### src/rtl/grid_click_ctrl_pkg.sv
// Shared definitions for the 3x3 grid click path: FSM encodings, the
// "outside the grid" region code and the default screen boundaries.
package grid_click_ctrl_pkg;

    localparam logic [1:0] ST_IDLE    = 2'd0;
    localparam logic [1:0] ST_ARMED   = 2'd1;
    localparam logic [1:0] ST_PRESENT = 2'd2;
    localparam logic [1:0] ST_HOLD    = 2'd3;

    localparam logic [3:0] REGION_NONE = 4'hF;

    localparam logic [7:0] X_B1_DEF  = 8'd53;
    localparam logic [7:0] X_B2_DEF  = 8'd107;
    localparam logic [7:0] X_MAX_DEF = 8'd161;
    localparam logic [7:0] Y_B1_DEF  = 8'd40;
    localparam logic [7:0] Y_B2_DEF  = 8'd80;
    localparam logic [7:0] Y_MAX_DEF = 8'd120;

    localparam int unsigned HOLD_CYC_DEF = 1000;

    // Button edge seen in the most recent packet, consumed one cycle later.
    typedef struct packed {
        logic rise;
        logic fall;
    } btn_evt_t;

    function automatic logic [3:0] region_index(input logic [1:0] row, input logic [1:0] col);
        return ({2'b00, row} * 4'd3) + {2'b00, col};
    endfunction

endpackage

### src/rtl/grid_click_ctrl_region_calc.sv
// Combinational mapping of a screen x/y position onto the 3x3 grid region
// (row*3 + col, row 0 at the bottom), or REGION_NONE off-screen.
module grid_region_calc
    import grid_click_ctrl_pkg::*;
#(
    parameter logic [7:0] X_B1  = X_B1_DEF,
    parameter logic [7:0] X_B2  = X_B2_DEF,
    parameter logic [7:0] X_MAX = X_MAX_DEF,
    parameter logic [7:0] Y_B1  = Y_B1_DEF,
    parameter logic [7:0] Y_B2  = Y_B2_DEF,
    parameter logic [7:0] Y_MAX = Y_MAX_DEF
) (
    input  logic [7:0] x,
    input  logic [7:0] y,
    output logic [3:0] region
);

    logic [1:0] col;
    logic [1:0] row;

    always_comb begin
        col = 2'd2;
        if (x < X_B1) begin
            col = 2'd0;
        end else if (x < X_B2) begin
            col = 2'd1;
        end

        row = 2'd2;
        if (y < Y_B1) begin
            row = 2'd0;
        end else if (y < Y_B2) begin
            row = 2'd1;
        end

        region = region_index(row, col);
        if ((x > X_MAX) || (y > Y_MAX)) begin
            region = REGION_NONE;
        end
    end

endmodule

### src/rtl/grid_click_ctrl.sv
// Turns a press/release pair in one grid region into a single committed
// display code, presented downstream and followed by a hold-off period.
module grid_click_ctrl
    import grid_click_ctrl_pkg::*;
#(
    parameter logic [7:0]  X_B1     = X_B1_DEF,
    parameter logic [7:0]  X_B2     = X_B2_DEF,
    parameter logic [7:0]  X_MAX    = X_MAX_DEF,
    parameter logic [7:0]  Y_B1     = Y_B1_DEF,
    parameter logic [7:0]  Y_B2     = Y_B2_DEF,
    parameter logic [7:0]  Y_MAX    = Y_MAX_DEF,
    parameter int unsigned HOLD_CYC = HOLD_CYC_DEF
) (
    input  logic        clk,
    input  logic        reset_n,
    input  logic [7:0]  mouse_x,
    input  logic [7:0]  mouse_y,
    input  logic        mouse_left,
    input  logic        mouse_valid,
    output logic [15:0] dec_in,
    input  logic [15:0] dec_out,
    output logic [3:0]  region,
    output logic [15:0] sel_code,
    output logic        sel_valid,
    input  logic        sel_ready,
    output logic        busy,
    output logic [1:0]  state
);

    localparam int CNT_W = (HOLD_CYC > 1) ? $clog2(HOLD_CYC) : 1;
    localparam logic [CNT_W-1:0] HOLD_LOAD = CNT_W'(HOLD_CYC - 1);

    logic [3:0]       region_next;
    logic             prev_btn;
    btn_evt_t         evt;
    logic [3:0]       press_region;
    logic [CNT_W-1:0] hold_cnt;

    grid_region_calc #(
        .X_B1  (X_B1),
        .X_B2  (X_B2),
        .X_MAX (X_MAX),
        .Y_B1  (Y_B1),
        .Y_B2  (Y_B2),
        .Y_MAX (Y_MAX)
    ) u_region (
        .x      (mouse_x),
        .y      (mouse_y),
        .region (region_next)
    );

    // Packet capture runs in every state so the button tracker never misses
    // a level change; the FSM consumes evt one cycle later, once DEC_OUT has
    // settled on the registered coordinates.
    always_ff @(posedge clk) begin
        if (!reset_n) begin
            dec_in   <= '0;
            region   <= REGION_NONE;
            prev_btn <= 1'b0;
            evt      <= '0;
        end else begin
            evt <= '0;
            if (mouse_valid) begin
                dec_in   <= {mouse_x, mouse_y};
                region   <= region_next;
                prev_btn <= mouse_left;
                evt.rise <= mouse_left & ~prev_btn;
                evt.fall <= ~mouse_left & prev_btn;
            end
        end
    end

    // Handshake: sel_valid is high for the whole PRESENT state with sel_code
    // frozen; a transfer happens on any edge where sel_valid & sel_ready.
    assign sel_valid = (state == ST_PRESENT);
    assign busy      = (state == ST_PRESENT) || (state == ST_HOLD);

    always_ff @(posedge clk) begin
        if (!reset_n) begin
            state        <= ST_IDLE;
            press_region <= REGION_NONE;
            sel_code     <= '0;
            hold_cnt     <= '0;
        end else begin
            case (state)
                ST_IDLE: begin
                    if (evt.rise && (region != REGION_NONE)) begin
                        press_region <= region;
                        state        <= ST_ARMED;
                    end
                end
                ST_ARMED: begin
                    if (evt.fall) begin
                        if (region == press_region) begin
                            sel_code <= dec_out;
                            state    <= ST_PRESENT;
                        end else begin
                            state <= ST_IDLE;
                        end
                    end
                end
                ST_PRESENT: begin
                    if (sel_ready) begin
                        hold_cnt <= HOLD_LOAD;
                        state    <= ST_HOLD;
                    end
                end
                ST_HOLD: begin
                    if (hold_cnt == '0) begin
                        state <= ST_IDLE;
                    end else begin
                        hold_cnt <= hold_cnt - 1'b1;
                    end
                end
                default: state <= ST_IDLE;
            endcase
        end
    end

endmodule
### config.mk
export PLATFORM = sky130hd
export DESIGN_NAME = grid_click_ctrl
export DESIGN_NICKNAME = d
export VERILOG_FILES = /design/src/rtl/grid_click_ctrl_pkg.sv /design/src/rtl/grid_click_ctrl_region_calc.sv /design/src/rtl/grid_click_ctrl.sv
export SDC_FILE = /design/constraint.sdc
export NUM_CORES = 1
export LEC_CHECK = 0
export ABC_AREA = 1
export ABC_CLOCK_PERIOD_IN_PS = 2700
export BUFFER_PORTS_ARGS = -buffer_cell sky130_fd_sc_hd__buf_4
export CORE_AREA = 2 2 76 78
export DETAILED_ROUTE_END_ITERATION = 8
export DIE_AREA = 0 0 78 80
export PLACE_DENSITY = 0.88
export SLEW_MARGIN = 10
export SYNTH_ARGS = -nofsm -noshare
export SYNTH_HDL_FRONTEND = slang
export SYNTH_SLANG_ARGS = --single-unit
### constraint.sdc
create_clock -name clk -period 2.7 [get_ports clk]
set_clock_uncertainty 0.15 [all_clocks]
set_input_delay 0.135 -clock clk [delete_from_list [all_inputs] [get_ports clk]]
set_output_delay 0.135 -clock clk [all_outputs]
set_load 0.05 [all_outputs]
Yosys cells after proc, flatten, opt, wreduce, memory -nomap -nowiden
Index checks and enable logic that the tools add are counted.
{ "op_classes": {"addsub": 2, "n_mul": 1, "div": 0, "order_cmp": 6, "n_eq_ne": 10, "n_shift": 0, "n_mux": 14, "bitwise_logic": 4, "reduce_logical": 11} }
{ "ops": {"columns": ["operator", "count"], "rows": [
  ["10-bit two-way mux", 2],
  ["10-bit case mux with 2 select lines", 1],
  ["2-bit two-way mux", 9],
  ["8-bit by 6-bit < comparator with 1-bit output, second input constant", 2],
  ["8-bit by 7-bit < comparator with 1-bit output, second input constant", 2],
  ["10-bit logical NOT", 1],
  ["10-bit by 1-bit subtractor with 10-bit output, second input constant", 1],
  ["8-bit by 7-bit greater-than comparator with 1-bit output, second input constant", 1],
  ["8-bit greater-than comparator, second input constant", 1],
  ["2-bit case mux with 4 select lines", 1],
  ["2-bit inequality test, second input constant", 3],
  ["3-bit AND reduction", 2],
  ["4-bit by 2-bit adder with 4-bit output", 1],
  ["2-bit equality test, second input constant", 2],
  ["4-bit equality test", 1],
  ["2-bit by 2-bit multiplier with 4-bit output, second input constant", 1],
  ["4-bit two-way mux", 1],
  ["2-bit by 1-bit inequality test with 1-bit output, second input constant", 2],
  ["4-bit inequality test, second input constant", 1],
  ["2-bit AND reduction", 2],
  ["4-bit AND reduction", 1],
  ["1-bit AND", 2],
  ["2-bit by 1-bit equality test with 1-bit output, second input constant", 1],
  ["2-bit logical NOT", 1],
  ["4 further kinds", 6]
]} }
{ "word_totals": {"ff_bits": 55, "latchBits": 0, "mem_bits_rw": 0, "romBits": 0, "inputBits": 37, "output_inout_bits": 40, "elab_cells": 57, "memories": 0} }

Depth between registers and ports, before layout
{ "depth": {"word_depth": 6, "depth_mapped": 14, "mapped_depth_nobuf": 14} }

Modules after synthesis
Synthesis repeated with hierarchy kept, for this count alone.
{ "hier_totals": {"hier_cells": 381, "hier_area_um2": 2648.8} }
{ "modules_own_cells": {"columns": ["mod", "instances", "cells_per_inst", "area_per_inst_um2", "seq_area_each_um2"], "rows": [
  ["grid_click_ctrl", 1, 319, 2341.0, 1101.1],
  ["grid_region_calc", 1, 62, 307.8, 0.0]
]} }

Worst setup path after synthesis
No wires, ideal clock.
{ "synth_timing": {"kind": "input -> register", "from": "input mouse_y[6]", "to": "register region[2]", "setup_time_ps": 56, "arrival_time_ps": 1888, "required_time_ps": 2494, "setup_slack_ps": 606, "cell_stages": 10, "path_buffers": 0, "path_cell_list": "a21oi_1 > nand2_1 > a21oi_1 > fa_1 > ha_1 > inv_1 > fa_1 > nand2_1 > o21ai_0 > inv_1"} }
{ "synth_via": {"elab_chain_len": 6, "elab_cells_between_ends": 9, "cone_classes": "add/sub: 1; mul: 1; order compare: 3; mux: 3; reduce/logical: 1"} }
{ "synth_rtl": {"columns": ["item", "line", "text"], "rows": [
  ["start, declared", "grid_click_ctrl.sv:17", "input logic [7:0] mouse_y,"],
  ["8-bit by 7-bit < comparator with 1-bit output", "grid_click_ctrl_region_calc.sv:32", "end else if (y < Y_B2) begin"],
  ["2-bit two-way mux", "grid_click_ctrl_region_calc.sv:32", null],
  ["2-bit two-way mux", "grid_click_ctrl_region_calc.sv:30", "if (y < Y_B1) begin"],
  ["2-bit by 2-bit multiplier with 4-bit output", "grid_click_ctrl_pkg.sv:28", "return ({2'b00, row} * 4'd3) + {2'b00, col};"],
  ["4-bit by 2-bit adder with 4-bit output", "grid_click_ctrl_pkg.sv:28", null],
  ["4-bit two-way mux *", "grid_click_ctrl_region_calc.sv:37", "if ((x > X_MAX) || (y > Y_MAX)) begin"],
  ["end signal, assigned", "grid_click_ctrl.sv:65", "region <= region_next;"],
  ["end, declared", "grid_click_ctrl.sv:22", "output logic [3:0] region,"]
]} }
Mark *: on every way between the ends. The rest lies on a longest branch, timed or not.
A chain may end at the register's enable or synchronous reset.

Worst setup path after layout
{ "layout_timing": {"from": "input mouse_x[1]", "to": "register region[2]"} }
{ "layout_via": {"elab_chain_len": 5, "elab_cells_between_ends": 8, "cone_classes": "add/sub: 1; order compare: 3; mux: 3; reduce/logical: 1"} }
{ "layout_rtl": {"columns": ["item", "line", "text"], "rows": [
  ["start, declared", "grid_click_ctrl.sv:16", "input logic [7:0] mouse_x,"],
  ["8-bit by 7-bit < comparator with 1-bit output", "grid_click_ctrl_region_calc.sv:25", "end else if (x < X_B2) begin"],
  ["2-bit two-way mux", "grid_click_ctrl_region_calc.sv:25", null],
  ["2-bit two-way mux", "grid_click_ctrl_region_calc.sv:23", "if (x < X_B1) begin"],
  ["4-bit by 2-bit adder with 4-bit output", "grid_click_ctrl_pkg.sv:28", null],
  ["4-bit two-way mux *", "grid_click_ctrl_region_calc.sv:37", null]
]} }
Marked as above.

==> metrics <==
# H-tree levels=2; Slew Limit Headroom=0.596; Wirelength per Cell=12.2 µm; FF+latch count, synth=55; Hold WS=0.0442 ns; sw frac=0.393; sequential power share=0.406; Synth Net Count=435; Critical Path Start Type=input port; syn_area_per_cell=6.76 µm²; CTS tree=done; internal power=1450 µW; Crit path arrival time=2.62 ns; pin count of the biggest net entering global routing=47; DRC Markers=0; # IOs=77; Die Width=78 µm; Finished Layout Cells=566; Hold Path Cell Cnt=2; power density over cell area=654 nW/µm²; die area=6240 µm²; setup_tns=0 ns; top routing layer in use=met4; RD Place Congestion=0.796; Synth area leader=dfxtp_1; Switch Pwr=940 µW; first-pass GRT wire length=11.4 mm; number of global-route vias before repair=2654; clk_lat worst skew=0.31 ns; Detailed Routing Iterations Pass 1=4; final antenna-violating net count=0; DR vias/cell=4.93; die height=80 µm; count of mapped cells out of synthesis=393; CTS Buf Count=5; Syn. warnings=0; Clk pwr share=0.211; Synth area leaders=dfxtp_1 41%, nand2_1 13%, nor2_1 8.9%; top-area cell type share of the netlist area=0.415; area growth from synthesis to layout=37.9%; fin. max-slew vios=0; met2 WL=3.60 mm; Clock Tree Buf Depth=2; CP Capture Type=flop; row cnt=27; peak supply drop=0.398 mV; DP Area=3220 µm²; detailed router's first-iteration violation count=138; Achievable Freq=0.392 GHz; Setup CP Type=in -> reg; status=finished clean; post-synthesis sequential area ratio=0.415; via count=2793; Final Cycle Share=0.946; worst slew pin tran=0.605 ns; nets=535; post-layout util=0.678; RSZ-0062 raised after global routing=false; Comb power frac=0.383; DP Cell Count=525; grt total ovfl=0; Finish-stage setup viols=0; CTS sink count=55; min Tclk post-route=2.55 ns; GRT Overall Usage=0.225; WP data required=2.77 ns; Netlist Area Pre-Place=2660 µm²; Pleak=0.00190 µW; worst hold path class=in -> reg; Antenna Cells=0; wire length on met1=2.75 mm; maxcap violations=0; Worst-path clk slew=0.10 ns; core area=5410 µm²; post-synth cell types=26; R2R depth=5; Max FO, Critical Path=4; antenna violations before repair=0; CTS root buffer=clkbuf_8; Routed Wire Length=6.90 mm; Fillers=452; layout cells sized above 1=0.200; Initial Util=0.491; final std cell area, no fill=3660 µm²; endpoints failing hold=0; DR WL met3=444 µm; dpl hpwl=4.48 mm; IO buf count=76
==> cells in the final DEF (no fill, tap or decap), types with 4 or more instances in the layout <==
cell type / instances
inv_1: 58
nand2_1: 90
buf_4: 76
dfxtp_1: 55
nand4_1: 4
o21ai_0: 26
a21oi_1: 24
dlygate4sd3_1: 33
nand3_1: 25
clkbuf_8: 7
nor2_1: 63
==> registers in the layout, indices dropped and copies added (netlist names), named ones only <==
register      cells
state             1
hold_cnt         10
region            4
sel_code         16
dec_in           16
press_region      4
evt               2
prev_btn          1
==> cell usage after synthesis <==
cell type and instances:
a21oi_1 25, a31oi_1 2, buf_2 7, buf_4 2, buf_6 3, clkbuf_1 4, dfxtp_1 55, fa_1 2
ha_1 3, inv_1 58, inv_2 3, nand2_1 90, nand2_2 2, nand3_1 25, nand3_2 2, nand3b_1 1
nand4_1 4, nor2_1 63, nor2_2 2, nor2_4 2, nor3_1 2, o211ai_1 2, o21ai_0 27, o21bai_1 3
or2_2 2, xor2_1 2
==> cell type report <==
cell class              count  area [µm²]  area share
clock buffers               7        96.3      0.0263
clock inverters             1        7.51     0.00205
inverters                  61         229      0.0625
multi-input cells         261        1240       0.338
flip-flops and latches     55        1100       0.301
well taps                  72        90.1      0.0246
repair buffers            109         901       0.246
==> metrics by stage <==
stage | setup slack (ns) | total power (µW)
detailed placement | 0.334 | 1850
CTS | 0.118 | 2390
global route | 0.0220 | 2530
finish | 0.146 | 2390
global placement | 0.407 | 1820
floorplan | 0.606 | 1650
==> critical path, stage by stage <==
cell,delay (ns)
dlygate4sd3_1,0.55
buf_4,0.14
inv_1,0.10
o21ai_0,0.11
nand3_1,0.10
a31oi_2,0.11
fa_1,0.50
ha_1,0.14
inv_1,0.05
fa_1,0.47
nand2_1,0.05
o21ai_1,0.12
inv_1,0.04
==> layer usage <==
| layer | GRT usage | vias up |
|---|---|---|
| li1 | - | 1413 |
| met1 | 0.254 | 1272 |
| met2 | 0.409 | 94 |
| met3 | 0.0667 | 14 |
| met4 | 0.0702 | 0 |
| met5 | 0 | - |
==> what timing repair did <==
item / in CTS / in global routing
buffers inserted: 0 / 0
resized for setup: 0 / 3
hold endpoints to repair: 34 / 0
endpoints found under the setup margin: 0 / 1
hold buffers: 33 / 0
==> worst paths after layout <==
path | startpoint | slack [ns] | to
setup / recovery | mouse_x[1] | 0.15 | region[2]
hold / removal | mouse_valid | 0.04 | dec_in[2]
setup reg to reg | state[0] | 0.70 | sel_code[5]
hold reg to reg | prev_btn | 0.30 | evt[1]
==> logic make-up (layout without fill, tap and decap cells) <==
group,count (synthesis),in the layout,share of synthesized area
and+or+nand+nor,195,195,0.309
buffers and inverters,77,178,0.123
xor gates and xnor gates,2,2,0.00660
DFF,55,55,0.415
AOI/OAI and AO/OA,59,59,0.117
adders and majority gates,5,5,0.0292
==> power groups by stage <==
| stage | Combinational [µW] | Clock (µW) | Sequential, µW |
|---|---|---|---|
| floorplan | 564 | 0 | 1080 |
| global placement | 830 | 0 | 986 |
| detailed placement | 859 | 0 | 990 |
| CTS | 904 | 509 | 972 |
| global route | 1000 | 545 | 986 |
| finish | 917 | 504 | 973 |
Note: power is estimated with default switching activity, not from simulation.
